**src/rtl/led_pkg.sv**
```systemverilog
// Shared types and constants for the LED frame scheduler.
// This covers the strip size, colour type, owner ids and state encoding.
package led_pkg;

  localparam int NUM_LEDS = 300;
  localparam int POS_W    = 9;

  typedef logic [POS_W-1:0] pos_t;
  typedef logic [11:0]      color_t;
  typedef logic [2:0]       owner_t;

  localparam color_t BG_COLOR = 12'h000;
  localparam color_t WHITE    = 12'hFFF;

  localparam owner_t OWN_BG   = 3'd0;
  localparam owner_t OWN_BALL = 3'd1;
  localparam owner_t OWN_P1   = 3'd2;
  localparam owner_t OWN_P2   = 3'd3;
  localparam owner_t OWN_P3   = 3'd4;

  typedef enum logic [1:0] {
    ST_IDLE   = 2'd0,
    ST_LOAD   = 2'd1,
    ST_STREAM = 2'd2,
    ST_LATCH  = 2'd3
  } state_t;

endpackage

```
**src/rtl/led_frame_scheduler_owner_sel.sv**
```systemverilog
// Combinational per-LED ownership: ball beats player1 beats player2 beats player3.
// Paddle ranges are compared at 10 bits so they clip at the strip end instead of wrapping.
module pixel_owner_sel
  import led_pkg::*;
#(
  parameter int PADDLE_LEN = 3
) (
  input  pos_t   idx,
  input  pos_t   pos_ball,
  input  pos_t   pos_p1,
  input  pos_t   pos_p2,
  input  pos_t   pos_p3,
  input  color_t col_ball,
  input  color_t col_p1,
  input  color_t col_p2,
  input  color_t col_p3,
  output color_t color,
  output owner_t owner
);

  function automatic logic in_paddle(input pos_t i, input pos_t p);
    logic [9:0] lo;
    logic [9:0] hi;
    lo = {1'b0, p};
    hi = lo + 10'(PADDLE_LEN);
    return ({1'b0, i} >= lo) && ({1'b0, i} < hi);
  endfunction

  // Fixed-priority owner decode; positions past the strip never match an index.
  always_comb begin
    color = BG_COLOR;
    owner = OWN_BG;
    if (idx == pos_ball) begin
      color = col_ball;
      owner = OWN_BALL;
    end else if (in_paddle(idx, pos_p1)) begin
      color = col_p1;
      owner = OWN_P1;
    end else if (in_paddle(idx, pos_p2)) begin
      color = col_p2;
      owner = OWN_P2;
    end else if (in_paddle(idx, pos_p3)) begin
      color = col_p3;
      owner = OWN_P3;
    end else begin
      color = BG_COLOR;
      owner = OWN_BG;
    end
  end

endmodule

```
**src/rtl/led_frame_scheduler.sv**
```systemverilog
// Frame sequencer: snapshots sprites, streams one colour per LED over valid/ready,
// then holds a latch gap. One extra frame request can be queued while busy.
module led_frame_scheduler
  import led_pkg::*;
#(
  parameter int PADDLE_LEN   = 3,
  parameter int LATCH_CYCLES = 16
) (
  input  logic        clk,
  input  logic        reset,
  input  logic        frame_tick,
  input  logic [8:0]  ball,
  input  logic [8:0]  player1,
  input  logic [8:0]  player2,
  input  logic [8:0]  player3,
  input  logic [11:0] swb,
  input  logic [11:0] sw1,
  input  logic [11:0] sw2,
  input  logic [11:0] sw3,
  input  logic        pix_ready,
  output logic        pix_valid,
  output logic [11:0] pix_data,
  output logic [8:0]  pix_index,
  output logic        pix_last,
  output logic        busy,
  output logic        frame_done,
  output logic        overrun
);

  localparam pos_t       LAST_IDX  = pos_t'(NUM_LEDS - 1);
  localparam logic [7:0] LATCH_END = 8'(LATCH_CYCLES - 1);
  localparam logic [7:0] DONE_AT   = 8'(LATCH_CYCLES - 2);

  state_t     state_r, state_n_s;
  logic       pending_r, pending_n_s, overrun_n_s, frame_done_n_s;
  logic       pix_valid_r, pix_last_r, busy_r, frame_done_r, overrun_r;
  color_t     pix_data_r;
  pos_t       pix_index_r;
  logic [7:0] latch_cnt_r;
  pos_t       ball_r, p1_r, p2_r, p3_r;
  color_t     swb_r, sw1_r, sw2_r, sw3_r;
  pos_t       sel_idx_s, sel_ball_s, sel_p1_s, sel_p2_s, sel_p3_s;
  color_t     sel_cb_s, sel_c1_s, sel_c2_s, sel_c3_s, sel_color_s;
  owner_t     sel_owner_s;
  logic       xfer_s;

  assign xfer_s     = pix_valid_r && pix_ready;
  assign pix_valid  = pix_valid_r;
  assign pix_data   = pix_data_r;
  assign pix_index  = pix_index_r;
  assign pix_last   = pix_last_r;
  assign busy       = busy_r;
  assign frame_done = frame_done_r;
  assign overrun    = overrun_r;

  // The first pixel is produced in LOAD, so it reads the live inputs being snapshotted.
  always_comb begin
    if (state_r == ST_LOAD) begin
      sel_idx_s  = 9'd0;
      sel_ball_s = ball;    sel_p1_s = player1; sel_p2_s = player2; sel_p3_s = player3;
      sel_cb_s   = swb;     sel_c1_s = sw1;     sel_c2_s = sw2;     sel_c3_s = sw3;
    end else begin
      sel_idx_s  = pix_index_r + 9'd1;
      sel_ball_s = ball_r;  sel_p1_s = p1_r;    sel_p2_s = p2_r;    sel_p3_s = p3_r;
      sel_cb_s   = swb_r;   sel_c1_s = sw1_r;   sel_c2_s = sw2_r;   sel_c3_s = sw3_r;
    end
  end

  pixel_owner_sel #(.PADDLE_LEN(PADDLE_LEN)) u_owner_sel (
    .idx      (sel_idx_s),
    .pos_ball (sel_ball_s),
    .pos_p1   (sel_p1_s),
    .pos_p2   (sel_p2_s),
    .pos_p3   (sel_p3_s),
    .col_ball (sel_cb_s),
    .col_p1   (sel_c1_s),
    .col_p2   (sel_c2_s),
    .col_p3   (sel_c3_s),
    .color    (sel_color_s),
    .owner    (sel_owner_s)
  );

  // Next-state, pending-request and pulse decode.
  always_comb begin
    state_n_s      = state_r;
    pending_n_s    = pending_r;
    overrun_n_s    = 1'b0;
    frame_done_n_s = (state_r == ST_LATCH) && (latch_cnt_r == DONE_AT);
    case (state_r)
      ST_IDLE: begin
        if (frame_tick || pending_r) begin
          state_n_s = ST_LOAD;
        end else begin
          state_n_s = ST_IDLE;
        end
        // Starting consumes one request; a simultaneous tick stays queued.
        pending_n_s = pending_r && frame_tick;
      end
      ST_LOAD: begin
        state_n_s = ST_STREAM;
      end
      ST_STREAM: begin
        if (xfer_s && (pix_index_r == LAST_IDX)) begin
          state_n_s = ST_LATCH;
        end else begin
          state_n_s = ST_STREAM;
        end
      end
      ST_LATCH: begin
        if (latch_cnt_r == LATCH_END) begin
          state_n_s = ST_IDLE;
        end else begin
          state_n_s = ST_LATCH;
        end
      end
      default: begin
        state_n_s = ST_IDLE;
      end
    endcase
    if ((state_r != ST_IDLE) && frame_tick) begin
      overrun_n_s = pending_r;
      pending_n_s = 1'b1;
    end else begin
      overrun_n_s = 1'b0;
    end
  end

  // State, snapshot and pixel output registers.
  always_ff @(posedge clk) begin
    if (reset) begin
      state_r      <= ST_IDLE;
      pending_r    <= 1'b0;
      overrun_r    <= 1'b0;
      frame_done_r <= 1'b0;
      busy_r       <= 1'b0;
      pix_valid_r  <= 1'b0;
      pix_last_r   <= 1'b0;
      pix_data_r   <= 12'h000;
      pix_index_r  <= 9'd0;
      latch_cnt_r  <= 8'd0;
      ball_r <= 9'd0;   p1_r  <= 9'd0;    p2_r  <= 9'd0;    p3_r  <= 9'd0;
      swb_r  <= 12'h000; sw1_r <= 12'h000; sw2_r <= 12'h000; sw3_r <= 12'h000;
    end else begin
      state_r      <= state_n_s;
      pending_r    <= pending_n_s;
      overrun_r    <= overrun_n_s;
      frame_done_r <= frame_done_n_s;
      busy_r       <= (state_n_s != ST_IDLE);
      case (state_r)
        ST_LOAD: begin
          ball_r <= ball; p1_r  <= player1; p2_r  <= player2; p3_r  <= player3;
          swb_r  <= swb;  sw1_r <= sw1;     sw2_r <= sw2;     sw3_r <= sw3;
          pix_valid_r <= 1'b1;
          pix_index_r <= 9'd0;
          pix_data_r  <= (sel_owner_s == OWN_BG) ? BG_COLOR : sel_color_s;
          pix_last_r  <= (LAST_IDX == 9'd0);
        end
        ST_STREAM: begin
          if (xfer_s && (pix_index_r == LAST_IDX)) begin
            pix_valid_r <= 1'b0;
            pix_last_r  <= 1'b0;
            latch_cnt_r <= 8'd0;
          end else if (xfer_s) begin
            pix_index_r <= sel_idx_s;
            pix_data_r  <= (sel_owner_s == OWN_BG) ? BG_COLOR : sel_color_s;
            pix_last_r  <= (sel_idx_s == LAST_IDX);
          end else begin
            pix_index_r <= pix_index_r;
          end
        end
        ST_LATCH: begin
          latch_cnt_r <= latch_cnt_r + 8'd1;
        end
        default: begin
          latch_cnt_r <= latch_cnt_r;
        end
      endcase
    end
  end

endmodule

```
**config.mk**
```make
export PLATFORM = sky130hd
export DESIGN_NAME = led_frame_scheduler
export DESIGN_NICKNAME = d
export VERILOG_FILES = /design/src/rtl/led_pkg.sv /design/src/rtl/led_frame_scheduler_owner_sel.sv /design/src/rtl/led_frame_scheduler.sv
export SDC_FILE = /design/constraint.sdc
export NUM_CORES = 1
export LEC_CHECK = 0
export ABC_AREA = 1
export CORE_MARGIN = 1
export CORE_UTILIZATION = 40
export CTS_CLUSTER_DIAMETER = 60
export DETAILED_ROUTE_END_ITERATION = 16
export DONT_BUFFER_PORTS = 1
export REMOVE_ABC_BUFFERS = 1
export SLEW_MARGIN = 25
export SYNTH_ARGS = -nofsm -noshare
export SYNTH_HDL_FRONTEND = slang
export SYNTH_SLANG_ARGS = --single-unit
```
**constraint.sdc**
```tcl
create_clock -name clk -period 3.2 [get_ports clk]
set_input_delay 0.64 -clock clk [delete_from_list [all_inputs] [get_ports clk]]
set_output_delay 0.64 -clock clk [all_outputs]
set_load 0.1 [all_outputs]
```
==> insert_results.sql, run 1 <==
INSERT INTO impl_metrics (metric_group, metric, value, unit) VALUES
('status', 'run_status', 'finished, violations left', ''),
('status', 'violations', 'setup timing', ''),
('clock_tree', 'clockBufferDepth', '2', ''),
('clock_tree', 'tritoncts', 'done', ''),
('yosys', 'syn_area', '7370', 'um^2'),
('floorplan', 'core_region_area', '18000', 'um^2'),
('sta', 'setup-violations-final', '12', ''),
('sta', 'final_report_hold_violation_count', '0', ''),
('critical_path', 'worst_setup_path_start_kind', 'flop', ''),
('sta', 'layout_setup_ws', '-0.187', 'ns'),
('global_routing', 'grt_util_met2', '33.9', '%'),
('critical_path', 'critical-path-slowest-cell', 'sky130_fd_sc_hd__dfxtp_2', ''),
('layout', 'num_antenna_cells', '0', ''),
('detailed_routing', 'totalWireLength', '20400', 'um'),
('sta', 'fin_hold_ws', '0.270', 'ns'),
('yosys', 'synthesized_flop_and_latch_total', '121', ''),
('placement', 'hpwl', '14000', 'um'),
('global_routing', 'grt-busiest-layer', 'met2', ''),
('floorplan', 'die_h', '138', 'um'),
('flow_run', 'max_cap_violations', '0', ''),
('global_routing', 'global_route.usage.total', '21.2', '%'),
('sta', 'final_report_max_slew_violation_count', '0', ''),
('layout', 'final_net_count', '1264', ''),
('detailed_routing', 'vias', '6865', ''),
('sta', 'timing.final.crit_period', '3.39', 'ns'),
('placement', 'placement.cell_area', '8160', 'um^2'),
('global_routing', 'gr-total-overflow', '0', ''),
('floorplan', 'initial_utilization', '40.9', '%'),
('layout', 'mostFrequentLayoutCell', 'sky130_fd_sc_hd__nand2_1', ''),
('sta', 'final.setup.tns', '-1.97', 'ns'),
('floorplan', 'fp.dieW', '138', 'um'),
('global_routing', 'first_global_vias', '6214', ''),
('detailed_routing', 'drt-pass1-iter-count', '5', ''),
('global_routing', 'gr-usage-met3', '6.51', '%'),
('worst_hold_path', 'holdCritPathClass', 'in -> reg', ''),
('yosys', 'post_synth_edffs', '0', ''),
('clock_tree', 'cts.root.buffer_cell', 'sky130_fd_sc_hd__clkbuf_16', ''),
('sta', 'worst_margin_pin_slew', '1.02', 'ns'),
('yosys', 'post_synth_arst_share', '0', '%'),
('global_routing', 'grt_max_degree', '116', ''),
('detailed_routing', 'dr.first_iter.drc_count', '439', ''),
('layout', 'drive_above_1_share', '18.6', '%'),
('sta', 'setup_repair_after_global_routing_missed_its_margin', 'yes', ''),
('detailed_routing', 'drc_errors', '0', ''),
('layout', 'most-common-layout-cells', '224 x sky130_fd_sc_hd__nand2_1, 141 x sky130_fd_sc_hd__nor2_1, 119 x sky130_fd_sc_hd__dfxtp_1, 114 x sky130_fd_sc_hd__inv_1, 88 x sky130_fd_sc_hd__buf_4', ''),
('global_routing', 'grt_util_met1', '27.4', '%'),
('power_and_ir_drop', 'pwr_density_cell', '516', 'nW/um^2'),
('detailed_routing', 'routedWlPerCell', '15.0', 'um'),
('floorplan', 'num_io_pins', '114', ''),
('floorplan', 'placementRows', '49', ''),
('critical_path', 'cp_peak_stage_delay', '0.32', 'ns'),
('clock_tree', 'clkSlewWorstSetupHoldPaths', '0.06', 'ns'),
('floorplan', 'floorplan.die_area', '19000', 'um^2'),
('critical_path', 'timing.setup.critical_path_class', 'reg -> reg', ''),
('yosys', 'yosysSeqAreaShare', '32.9', '%'),
('global_routing', 'antenna_found_initial', '1', ''),
('critical_path', 'crit_arrival', '3.74', 'ns'),
('placement', 'buffer_ports.inserted', '0', ''),
('critical_path', 'cp-end-kind', 'flop', ''),
('global_routing', 'first_pass_grt_wire_length', '30900', 'um'),
('detailed_routing', 'antenna_left', '0', ''),
('critical_path', 'critical_path_required', '3.55', 'ns'),
('sta', 'timing.slew.headroom', '32.0', '%'),
('yosys', 'synth.avg_cell_area', '7.13', 'um^2'),
('clock_tree', 'cts.sink_count', '121', ''),
('critical_path', 'cp_max_fo', '6', ''),
('yosys', 'ys.flop_type', 'sky130_fd_sc_hd__dfxtp_1', ''),
('yosys', 'count_of_cell_types_in_the_netlist', '43', ''),
('power_and_ir_drop', 'max-vdd-ir-drop', '421', 'uV'),
('detailed_routing', 'vias_per_cell', '5.06', ''),
('power_and_ir_drop', 'totalPowerFinal', '4.71', 'mW'),
('sta', 'clock-skew-final', '0.0114', 'ns'),
('layout', 'cell_area_after_layout', '9130', 'um^2'),
('clock_tree', 'cts.htree.levels', '4', ''),
('yosys', 'yosysWarnings', '0', ''),
('clock_tree', 'clock_latency', '0.42', 'ns'),
('clock_tree', 'cts-buffers-inserted', '17', ''),
('sta', 'timing.final.crit_share', '106', '%'),
('yosys', 'synthesis.instances', '1033', ''),
('sta', 'maxClockFrequency', '295', 'MHz'),
('placement', 'globalplace.congestion', '0.859', ''),
('power_and_ir_drop', 'power.leakage', '4.14', 'nW'),
('layout', 'syn_to_final_growth', '24.0', '%');
## cell type report
cell class	instances	area, um^2
clock buffer	18	429
clock inverter	14	111
fill	1808	8890
inverter	119	449
multi-input combinational	753	4490
sequential	121	2420
tap	229	287
timing repair buffer	103	946
## worst max-delay path: cells and delay by family (launching register included)
family / cells / cell delay (ns)
simple gates: 15 / 1.32
buf+inv: 5 / 0.61
compound gates: 3 / 0.40
fa+ha+maj: 2 / 0.47
flops: 1 / 0.32
xor+xnor: 1 / 0.16
## kinds of logic after synthesis
group | count (synthesis) | share of synthesized area [%]
AND/OR/NAND/NOR | 525 | 32.1
buffers and inverters | 159 | 9.02
flip-flops | 121 | 32.9
AO/OA/AOI/OAI | 115 | 8.69
adder cells (fa/ha/maj) | 61 | 10.4
multiplexers | 45 | 6.11
XOR/XNOR | 7 | 0.832
## layer usage
metal  vias up  wire [um]
li1       3531          -
met1      3147       9330
met2       159       9480
met3        26       1320
met4         2        263
met5         -         13
## registers in the layout, indices dropped and copies added, names as in the netlist, 2 cells and up
signal / cells
pix_data: 12
sw3_r: 12
pix_index: 9
ball_r: 9
state_r: 2
p1_r: 9
swb_r: 12
sw1_r: 12
latch_cnt_r: 8
p3_r: 9
sw2_r: 12
p2_r: 9
## path summary, 6_finish.rpt
check,slack (ns),start,endpoint,cells after the start
worst max-delay path,-0.19,state_r[1],pix_data[6],26
worst min-delay path,0.27,reset,pix_data[4],1
worst max register to register,-0.19,state_r[1],pix_data[6],26
worst min register to register,0.47,ball_r[3],ball_r[3],2
## cells in the mapped netlist (3+ instances only)
cell                       count  share of area [%]
sky130_fd_sc_hd__clkbuf_1     17               0.87
sky130_fd_sc_hd__dfxtp_1     121                 33
sky130_fd_sc_hd__or2_1         4               0.34
sky130_fd_sc_hd__nor2_1      149                7.6
sky130_fd_sc_hd__o21ai_0      32                2.2
sky130_fd_sc_hd__o21ai_1      10               0.68
sky130_fd_sc_hd__xor2_1        7               0.83
sky130_fd_sc_hd__mux2i_1      45                6.1
sky130_fd_sc_hd__nor2_2        6               0.51
sky130_fd_sc_hd__buf_4         7               0.71
sky130_fd_sc_hd__a21oi_1      51                3.5
sky130_fd_sc_hd__or2_2         5               0.42
sky130_fd_sc_hd__nor4_1        4               0.34
sky130_fd_sc_hd__buf_6         4               0.61
sky130_fd_sc_hd__buf_1         3               0.15
sky130_fd_sc_hd__nand3_1      37                2.5
sky130_fd_sc_hd__nand2_1     233                 12
sky130_fd_sc_hd__o21bai_1      5               0.51
sky130_fd_sc_hd__nor3b_1       6               0.61
sky130_fd_sc_hd__nand4_1      31                2.6
sky130_fd_sc_hd__o31a_1        3               0.36
sky130_fd_sc_hd__inv_1       116                5.9
sky130_fd_sc_hd__nand3_2      13                1.8
sky130_fd_sc_hd__ha_1         61                 10
sky130_fd_sc_hd__or2_0         3               0.25
sky130_fd_sc_hd__nand3b_1     16                1.6
sky130_fd_sc_hd__nor3_1       10               0.68
sky130_fd_sc_hd__o21a_1        4               0.41
sky130_fd_sc_hd__o21ai_2       3               0.36
sky130_fd_sc_hd__buf_2         9               0.61
## repair_timing
action                                  4_1_cts  5_1_grt
buffers inserted                              1        6
hold buffers                                  0        0
cloned                                        0        6
hold endpoints to repair                      0        0
pin swaps                                     1       28
resized for setup                             7       57
endpoints found under the setup margin       12       12
## metrics by stage
step                      util [%]  instances  worst slack, ns
after CTS                     48.5       1345           -0.149
final                         50.7       1357           -0.187
after global routing          50.7       1357           -0.475
after detailed placement      45.3       1312           -0.308
after floorplan                  -        993            -3.37
after global placement        45.3       1312           -0.219
## power by group
part / switching [mW] / total [mW] / internal [mW]
clock network: 0.778 / 1.78 / 1.01
registers: 0.141 / 1.73 / 1.59
logic: 0.690 / 1.19 / 0.501
total: 1.61 / 4.71 / 3.10
No activity file was read; power rests on OpenSTA's default activity.
==> inputs of run 2 (changes only) <==
CORE_UTILIZATION = 58   (was 40)
PLACE_DENSITY = 0.76   (was default)
==> run 2 against run 1 <==
Net effect:
- the run still ends with setup timing left
- non-clock buffer count fell by 1
- global-route usage up 9.4 points
- critical path depth rose by 2
- sequential share of layout area is 0.55 points lower
- first-iteration DRC count is 61% higher
- clock power grew 15%
- setup slack lost 0.039 ns
- final area rose by 2.1%
- wire length grew 5.0%
- hold slack improved by 0.0069 ns
- critical path type unchanged
- critical endpoint is now pix_data[11]
- largest cell class unchanged
- largest power group unchanged
- highest routed layer is now met4
==> insert_results.sql, run 2 (synthesis results as in run 1) <==
INSERT INTO impl_metrics (metric_group, metric, value, unit) VALUES
('status', 'run_status', 'finished, violations left', ''),
('status', 'violations', 'setup timing', ''),
('clock_tree', 'clockBufferDepth', '2', ''),
('clock_tree', 'cts-hold-fix-buffers', '0', ''),
('critical_path', 'crit_arrival', '3.79', 'ns'),
('floorplan', 'initial_utilization', '60.3', '%'),
('sta', 'layout_setup_ws', '-0.227', 'ns'),
('clock_tree', 'clock_latency', '0.42', 'ns'),
('floorplan', 'placementRows', '40', ''),
('critical_path', 'timing.setup.critical_path_class', 'reg -> reg', ''),
('clock_tree', 'tritoncts', 'done', ''),
('floorplan', 'floorplan.die_area', '13200', 'um^2'),
('critical_path', 'worst_setup_path_start_kind', 'flop', ''),
('placement', 'place_ws', '-0.280', 'ns'),
('sta', 'final.setup.tns', '-2.20', 'ns'),
('power_and_ir_drop', 'pwr_density_cell', '543', 'nW/um^2'),
('critical_path', 'cp_max_fo', '8', ''),
('power_and_ir_drop', 'p_seq_share', '34.3', '%'),
('detailed_routing', 'routedWlPerCell', '16.5', 'um'),
('critical_path', 'critical_path_required', '3.56', 'ns'),
('worst_hold_path', 'holdCritPathClass', 'in -> reg', ''),
('global_routing', 'grt_max_degree', '116', ''),
('sta', 'final_report_max_slew_violation_count', '0', ''),
('power_and_ir_drop', 'power.switching', '1.63', 'mW'),
('flow_run', 'max_cap_violations', '0', ''),
('critical_path', 'cp_peak_stage_delay', '0.32', 'ns'),
('global_routing', 'antenna_found_initial', '2', ''),
('floorplan', 'num_io_pins', '114', ''),
('sta', 'timing.slew.headroom', '30.8', '%'),
('clock_tree', 'clkSlewWorstSetupHoldPaths', '0.06', 'ns'),
('placement', 'buffer_ports.inserted', '0', ''),
('detailed_routing', 'dr.first_iter.drc_count', '706', ''),
('global_routing', 'global_route.usage.total', '30.5', '%'),
('detailed_routing', 'vias', '7275', ''),
('power_and_ir_drop', 'totalPowerFinal', '5.06', 'mW'),
('power_and_ir_drop', 'combinationalPowerShare', '25.2', '%'),
('sta', 'setup_repair_after_global_routing_missed_its_margin', 'yes', ''),
('power_and_ir_drop', 'internal_power', '3.43', 'mW'),
('layout', 'most-common-layout-cells', '215 x sky130_fd_sc_hd__nand2_1, 139 x sky130_fd_sc_hd__nor2_1, 120 x sky130_fd_sc_hd__dfxtp_1, 106 x sky130_fd_sc_hd__inv_1, 83 x sky130_fd_sc_hd__buf_4', ''),
('layout', 'drive_above_1_share', '20.9', '%'),
('sta', 'clock-skew-final', '0.00750', 'ns'),
('detailed_routing', 'totalWireLength', '21400', 'um'),
('clock_tree', 'cts.htree.levels', '4', ''),
('sta', 'setup-violations-final', '12', ''),
('power_and_ir_drop', 'switching_share', '32.1', '%'),
('floorplan', 'fp.dieW', '115', 'um'),
('layout', 'mostFrequentLayoutCell', 'sky130_fd_sc_hd__nand2_1', ''),
('global_routing', 'gr-total-overflow', '0', ''),
('sta', 'timing.final.crit_period', '3.43', 'ns'),
('clock_tree', 'cts-buffers-inserted', '17', ''),
('critical_path', 'cp-end-kind', 'flop', ''),
('power_and_ir_drop', 'max-vdd-ir-drop', '456', 'uV'),
('detailed_routing', 'drc_errors', '0', ''),
('sta', 'maxClockFrequency', '292', 'MHz'),
('power_and_ir_drop', 'clock_power_share', '40.4', '%'),
('floorplan', 'core_region_area', '12200', 'um^2'),
('placement', 'hpwl', '13400', 'um'),
('layout', 'final_net_count', '1263', ''),
('floorplan', 'die_h', '115', 'um'),
('sta', 'worst_margin_pin_slew', '1.04', 'ns'),
('placement', 'globalplace.congestion', '0.916', ''),
('sta', 'timing.final.crit_share', '107', '%'),
('critical_path', 'critical-path-slowest-cell', 'sky130_fd_sc_hd__dfxtp_2', ''),
('global_routing', 'first_global_vias', '6736', ''),
('clock_tree', 'cts.root.buffer_cell', 'sky130_fd_sc_hd__clkbuf_16', ''),
('detailed_routing', 'drt-pass1-iter-count', '6', ''),
('sta', 'final_report_hold_violation_count', '0', ''),
('clock_tree', 'cts.sink_count', '121', ''),
('detailed_routing', 'antenna_left', '0', ''),
('detailed_routing', 'vias_per_cell', '5.61', ''),
('global_routing', 'first_pass_grt_wire_length', '31400', 'um'),
('power_and_ir_drop', 'power.leakage', '4.21', 'nW'),
('layout', 'syn_to_final_growth', '26.5', '%');
==> run 2: cell type report <==
| cell class | count | area [um^2] |
|---|---|---|
| multi-input combinational | 753 | 4620 |
| fill | 876 | 2890 |
| sequential | 121 | 2420 |
| timing repair buffer | 102 | 996 |
| inverter | 119 | 449 |
| clock buffer | 17 | 425 |
| tap | 168 | 210 |
| clock inverter | 14 | 198 |
| antenna | 2 | 5.00 |
==> run 2: power groups by stage <==
stage               Sequential (mW)  Combinational, mW  Clock, mW
CTS                            1.74               1.06       2.05
global placement               1.77              0.968          0
global route                   1.74               1.39       2.13
detailed placement             1.77              0.984          0
floorplan                      1.77              0.700          0
finish                         1.74               1.28       2.05
==> run 2: final timing paths <==
| check | to | cells after the start | slack, ns | startpoint |
|---|---|---|---|---|
| max reg2reg | pix_data[11] | 28 | -0.23 | state_r[1] |
| min reg2reg | sw3_r[8] | 2 | 0.49 | sw3_r[8] |
| max | pix_data[11] | 28 | -0.23 | state_r[1] |
| min | pix_data[11] | 1 | 0.28 | reset |
==> run 2: stage by stage <==
stage / hold WS, ns / instance area [um^2] / cells / util (%)
6_report: 0.277 / 9320 / 1296 / 76.3
3_3_place_gp: 0.449 / 8070 / 1244 / 66.1
5_1_grt: 0.268 / 9320 / 1295 / 76.3
3_5_place_dp: 0.454 / 8070 / 1244 / 66.1
4_1_cts: 0.273 / 8830 / 1281 / 72.3
2_1_floorplan: 0.442 / 7150 / 993 / -
==> run 2: timing repair <==
item,CTS,global route
resized for setup,27,71
endpoints found under the setup margin,12,12
setup buffers,5,7
cloned,1,6
pin swaps,3,32
==> run 2: critical path, delay by kind of cell (launching register included) <==
| kind | cells | cell delay (ns) |
|---|---|---|
| adders and majority gates | 2 | 0.46 |
| DFF | 1 | 0.32 |
| and+or+nand+nor | 18 | 1.66 |
| AOI/OAI and AO/OA | 3 | 0.36 |
| buffers and inverters | 5 | 0.55 |
==> run 2: metal layers <==
metal  GRT usage (%)  up-vias  wire length [um]
met3            8.58       68              1740
li1                -     3536                 -
met2            51.0      347             10200
met1            37.5     3324              8820
met5               0        -                 0
met4            11.5        0               700
==> inputs of run 3 (changes only) <==
CORE_ASPECT_RATIO = 1.1   (was default)
==> run 3 against run 2 <==
Net effect:
- the flow still finishes with violations (setup timing)
- clock power shrank 8%
- sequential cell count stayed put
- utilization down 0.93 points
- fmax fell by 2.1%
- via count is 1.6% lower
- final cell count is 1.1% lower
- critical endpoint unchanged
==> insert_results.sql, run 3 (synthesis results as in run 1) <==
INSERT INTO impl_metrics (metric_group, metric, value, unit) VALUES
('status', 'run_status', 'finished, violations left', ''),
('status', 'violations', 'setup timing', ''),
('global_routing', 'gr-total-overflow', '0', ''),
('layout', 'reg_area', '2420', 'um^2'),
('critical_path', 'cp-end-kind', 'flop', ''),
('clock_tree', 'cts-buffers-inserted', '17', ''),
('sta', 'maxClockFrequency', '286', 'MHz'),
('power_and_ir_drop', 'max-vdd-ir-drop', '454', 'uV'),
('floorplan', 'fp.dieW', '109', 'um'),
('clock_tree', 'clock_latency', '0.43', 'ns'),
('global_routing', 'antenna_found_initial', '0', ''),
('global_routing', 'grt_max_degree', '116', ''),
('sta', 'setup_repair_after_global_routing_missed_its_margin', 'yes', ''),
('detailed_routing', 'antenna_left', '0', ''),
('clock_tree', 'tritoncts', 'done', ''),
('global_routing', 'first_pass_grt_wire_length', '31400', 'um'),
('sta', 'worst_margin_pin_slew', '1.04', 'ns'),
('clock_tree', 'clockBufferDepth', '2', ''),
('layout', 'drive_above_1_share', '20.1', '%'),
('detailed_routing', 'drt-pass1-iter-count', '6', ''),
('power_and_ir_drop', 'switching_share', '33.0', '%'),
('critical_path', 'timing.setup.critical_path_class', 'reg -> reg', ''),
('sta', 'final_report_max_slew_violation_count', '0', ''),
('layout', 'num_antenna_cells', '0', ''),
('layout', 'mostFrequentLayoutCell', 'sky130_fd_sc_hd__nand2_1', ''),
('floorplan', 'placementRows', '42', ''),
('flow_run', 'max_cap_violations', '0', ''),
('clock_tree', 'cts.root.buffer_cell', 'sky130_fd_sc_hd__clkbuf_16', ''),
('power_and_ir_drop', 'p_seq_share', '35.3', '%'),
('layout', 'multiInputGateArea', '4590', 'um^2'),
('sta', 'layout_setup_ws', '-0.300', 'ns'),
('clock_tree', 'cts.htree.levels', '4', ''),
('layout', 'syn_to_final_growth', '24.8', '%'),
('detailed_routing', 'totalWireLength', '20700', 'um'),
('layout', 'final_net_count', '1264', ''),
('floorplan', 'floorplan.die_area', '13200', 'um^2'),
('layout', 'final.fill_count', '897', ''),
('floorplan', 'initial_utilization', '60.4', '%'),
('critical_path', 'worst_setup_path_start_kind', 'flop', ''),
('critical_path', 'crit_arrival', '3.87', 'ns'),
('critical_path', 'cp_peak_stage_delay', '0.32', 'ns'),
('global_routing', 'global_route.usage.total', '31.2', '%'),
('placement', 'place_ws', '-0.147', 'ns'),
('power_and_ir_drop', 'power.leakage', '4.16', 'nW'),
('detailed_routing', 'dr.first_iter.drc_count', '383', ''),
('power_and_ir_drop', 'pwr_density_cell', '535', 'nW/um^2'),
('layout', 'layout.core_utilization', '75.4', '%'),
('detailed_routing', 'vias', '7156', ''),
('power_and_ir_drop', 'power.switching', '1.62', 'mW'),
('critical_path', 'critPathMostFrequentCell', 'sky130_fd_sc_hd__nand2_1', ''),
('layout', 'cell_area_after_layout', '9190', 'um^2'),
('clock_tree', 'cts.sink_count', '121', ''),
('critical_path', 'critical-path-slowest-cell', 'sky130_fd_sc_hd__dfxtp_2', ''),
('detailed_routing', 'vias_per_cell', '5.58', ''),
('global_routing', 'first_global_vias', '6781', ''),
('worst_hold_path', 'holdCritPathClass', 'in -> reg', ''),
('clock_tree', 'cts-hold-fix-buffers', '0', ''),
('sta', 'clock-skew-final', '0.00672', 'ns'),
('power_and_ir_drop', 'combinationalPowerShare', '26.2', '%'),
('placement', 'placement.cell_area', '7980', 'um^2'),
('power_and_ir_drop', 'clock_power_share', '38.5', '%'),
('detailed_routing', 'drc_errors', '0', ''),
('layout', 'most-common-layout-cells', '213 x sky130_fd_sc_hd__nand2_1, 142 x sky130_fd_sc_hd__nor2_1, 120 x sky130_fd_sc_hd__dfxtp_1, 112 x sky130_fd_sc_hd__inv_1, 85 x sky130_fd_sc_hd__buf_4', ''),
('placement', 'globalplace.congestion', '0.892', ''),
('clock_tree', 'clkSlewWorstSetupHoldPaths', '0.06', 'ns'),
('floorplan', 'core_region_area', '12200', 'um^2'),
('sta', 'fin_hold_ws', '0.283', 'ns'),
('floorplan', 'num_io_pins', '114', ''),
('floorplan', 'die_h', '120', 'um'),
('sta', 'timing.final.crit_period', '3.50', 'ns'),
('sta', 'setup-violations-final', '12', ''),
('sta', 'timing.final.crit_share', '109', '%'),
('placement', 'buffer_ports.inserted', '0', ''),
('placement', 'hpwl', '13300', 'um'),
('power_and_ir_drop', 'internal_power', '3.30', 'mW'),
('critical_path', 'cp.buffers_inverters', '5', ''),
('critical_path', 'top_family_by_delay_on_critical_path', 'simple AND/OR/NAND/NOR gates', ''),
('sta', 'timing.slew.headroom', '30.4', '%'),
('detailed_routing', 'routedWlPerCell', '16.1', 'um'),
('critical_path', 'cp_max_fo', '6', ''),
('sta', 'final.setup.tns', '-3.05', 'ns'),
('sta', 'final_report_hold_violation_count', '0', ''),
('critical_path', 'critical_path_required', '3.57', 'ns');
[run 3: changes by cell type in the layout (fill, tap and decap cells not counted), moves of 4 or more]
cell                      delta
sky130_fd_sc_hd__o21ai_2     -6
sky130_fd_sc_hd__inv_2       -6
sky130_fd_sc_hd__o21ai_1     +4
sky130_fd_sc_hd__buf_12      -4
sky130_fd_sc_hd__nand3_2     +4
sky130_fd_sc_hd__nand2_2     +4
sky130_fd_sc_hd__nand3_1     -7
sky130_fd_sc_hd__inv_1       +6
sky130_fd_sc_hd__buf_6       +6
[run 3: worst register-to-register path, delay by kind of cell, from the launching register on]
| kind | cells | cell delay (ns) |
|---|---|---|
| AND/OR/NAND/NOR | 16 | 1.50 |
| AO/OA/AOI/OAI | 4 | 0.58 |
| buffers and inverters | 5 | 0.54 |
| adder cells (fa/ha/maj) | 2 | 0.51 |
| flip-flops | 1 | 0.32 |
[run 3: final cells by class]
type / instances / share of cell area [%]
Sequential cell: 121 / 26.4
Timing Repair Buffer: 103 / 10.3
Tap cell: 154 / 2.10
Clock inverter: 13 / 1.59
Multi-Input combinational cell: 753 / 49.9
Clock buffer: 19 / 4.82
Inverter: 119 / 4.89
[run 3: final timing paths]
check,from,slack [ns],endpoint,cells after the start
hold / removal,reset,0.28,swb_r[2],1
setup reg to reg,state_r[1],-0.30,pix_data[11],27
hold reg to reg,ball_r[3],0.47,ball_r[3],2
setup / recovery,state_r[1],-0.30,pix_data[11],27
[run 3: metrics by stage]
stage,power (mW),instances
floorplan,2.47,993
global placement,2.73,1227
detailed placement,2.75,1227
CTS,4.80,1274
global route,5.13,1282
finish,4.92,1282
[run 3: power groups by stage]
stage                     registers [mW]  clock network [mW]  logic [mW]
after detailed placement            1.77                   0       0.978
after floorplan                     1.77                   0       0.700
after CTS                           1.74                1.91        1.16
after global routing                1.75                1.98        1.40
final                               1.74                1.89        1.29
after global placement              1.77                   0       0.963
[run 3: per-layer routing]
metal / global-route usage (%) / vias to the layer above / routed length [um]
met4: 15.6 / 0 / 910
met3: 9.76 / 80 / 1790
met2: 53.1 / 298 / 9940
met5: 0 / - / 0
met1: 34.6 / 3247 / 8010
li1: - / 3531 / -
[run 3: timing repair]
action / in CTS / in global routing
resized for setup: 57 / 39
setup endpoints to repair: 12 / 12
setup buffers: 11 / 6
cloned: 4 / 2
pin swaps: 28 / 22
==> RTL change: new RTL, settings of run 2 <==
The 4 states of `state_t` get a Gray code encoding in 2 bits.
--- a/src/rtl/led_pkg.sv
+++ b/src/rtl/led_pkg.sv
@@ -19,10 +19,10 @@
   localparam owner_t OWN_P3   = 3'd4;
 
   typedef enum logic [1:0] {
-    ST_IDLE   = 2'd0,
-    ST_LOAD   = 2'd1,
-    ST_STREAM = 2'd2,
-    ST_LATCH  = 2'd3
+    ST_IDLE   = 2'b00,
+    ST_LOAD   = 2'b01,
+    ST_STREAM = 2'b11,
+    ST_LATCH  = 2'b10
   } state_t;
 
 endpackage
Check against the original RTL: same outputs for any inputs over 4 cycles, from zero or initial values and one cycle with reset high; so few cycles prove little.
==> RTL change against run 2 <==
The flow still finishes with violations (negative setup slack). Sequential share of layout area up 0.20 points. Setup slack better by 180 ps. Sequential cell count did not move. Highest routed layer unchanged. Clock skew fell by 2.1 ps. Synthesized area is 1.2% higher. Critical path type unchanged. Total power increased by 17%. Fmax is 5.4% higher. Design area decreased by 0.71%. Non-clock buffer count down 6. Wire length is 4.7% lower. Sequential power grew 5%. Via count rose by 0.37%.
==> RTL change: results (changes against run 2) <==
metric,value,unit,change
gp_congestion,0.876,,-4.3%
synth_edf_count,0,,unchanged
synth_compound_gate_area_share,0.105,,+0.0183
clk_pin_slew,60,ps,about the same
htreeDepth,4,,unchanged
synth-adder-area-share,0.0957,,-0.00793
crit_slowest_cell,dfxtp_2,,
viasPerCell,5.40,,-3.8%
synth_commonest_cells,"nand2_1, nor2_1, inv_1",,
slowest_delay,350,ps,+30 ps
p_leak,4.69,nW,+11%
antenna_found_initial,0,,-2
setup_tns,-395,ps,+1800 ps
synth_seq_area_share,0.325,,-0.00386
post-route-drc-count,0,,unchanged
synth_xor_area_frac,0.00940,,+0.00108
track_usage,0.294,,-0.0112
fin_skew,5.42,ps,-2.08 ps
grt_max_degree,116,,unchanged
vdd_drop_max,0.319,mV,-30%
drtPass1Iterations,5,,-1
synth.area.mux_share,0.0322,,-0.0289
grt_pass1_wl,30.7,mm,-2.1%
use_met1,0.393,,+0.0184
slew_headroom,0.319,,+0.0111
status,"finished, violations left",,
crit_arrival,3570,ps,-220 ps
grt_use_met2,0.458,,-0.0524
met3WireLength,1.29,mm,-26%
root_buffer,clkbuf_16,,
ys_types,49,,+14%
drt-total-wl,20.4,mm,-4.7%
met3_usage,0.0749,,-0.0109
place_worst_setup_slack,-125,ps,+155 ps
dp_hpwl,13.5,mm,+0.19%
layoutNonFillerInstCount,1352,,+4.3%
pg_seq,1.83,mW,+5%
p_switching,2.17,mW,+33%
yosys_warnings,0,,unchanged
dr_wl_met2,9.46,mm,-6.9%
clk_latency,420,ps,about the same
fin_nets,1313,,+4.0%
top_layer,met4,,
num_antenna_cells,0,,-2
first_iter_violations,714,,+1.1%
p_per_area,642,nW/um^2,+18%
grt_pass1_vias,6586,,-2.2%
synth.top_cells.by_area,"dfxtp_1, nand2_1, ha_1, nor2_1, inv_1",,
synth_area_per_cell,6.82,um^2,-4.5%
failed_checks,negative setup slack,,
fin_ws,-50.2,ps,+176 ps
place_area,8080,um^2,about the same
drive_above_1_share,0.219,,+0.00994
wl_met1,9.10,mm,+3.2%
synth-async-reset-ratio,0,,unchanged
fill_cells,949,,+8.3%
setup-violations-final,12,,unchanged
critPathMaxFanout,8,,unchanged
powerClk,2.05,mW,about the same
==> RTL change: cell count changes in the layout (fill, tap and decap cells not counted), sizes merged, moves of 6 or more <==
| cell | change |
|---|---|
| a21oi | -6 |
| inv | +28 |
| mux2i | -21 |
| nand2 | +23 |
| nand3 | +11 |
| nand3b | -11 |
| nand4 | -12 |
| nor2 | +9 |
| o21ai | +22 |
| or2 | +21 |
==> RTL change: area by class of cell <==
type | count | area (um^2) | area share
repair buffers | 96 | 835 | 0.0902
inverters | 149 | 573 | 0.0619
clock inverters | 13 | 193 | 0.0208
well taps | 172 | 215 | 0.0232
clock buffers | 18 | 439 | 0.0474
multi-input cells | 783 | 4580 | 0.494
flip-flops and latches | 121 | 2420 | 0.262
==> RTL change: worst register-to-register path: cells and delay by family, from the launching register on <==
kind,cells,cell delay (ps)
flip-flops,1,350
AO/OA/AOI/OAI,4,450
adder cells (fa/ha/maj),1,270
buffers and inverters,4,280
AND/OR/NAND/NOR,22,1810
==> RTL change: worst paths after layout <==
check	startpoint	to	slack (ps)	cells after the start
worst min-delay path	reset	sw2_r[5]$_SDFF_PP0_	300	1
worst max register to register	state_r[1]$_SDFF_PP0_	pix_data[3]$_SDFFE_PP0P_	-50	31
worst min register to register	pending_r$_SDFFE_PP0P_	overrun$_SDFF_PP0_	480	2
worst max-delay path	state_r[1]$_SDFF_PP0_	pix_data[3]$_SDFFE_PP0P_	-50	31
==> RTL change: what timing repair did <==
| action | 4_1_cts | 5_1_grt |
|---|---|---|
| hold buffers | 0 | 0 |
| cloned | 1 | 5 |
| setup buffers | 3 | 8 |
| resized for setup | 13 | 93 |
| endpoints found under the setup margin | 12 | 12 |
| pin swaps | 2 | 46 |
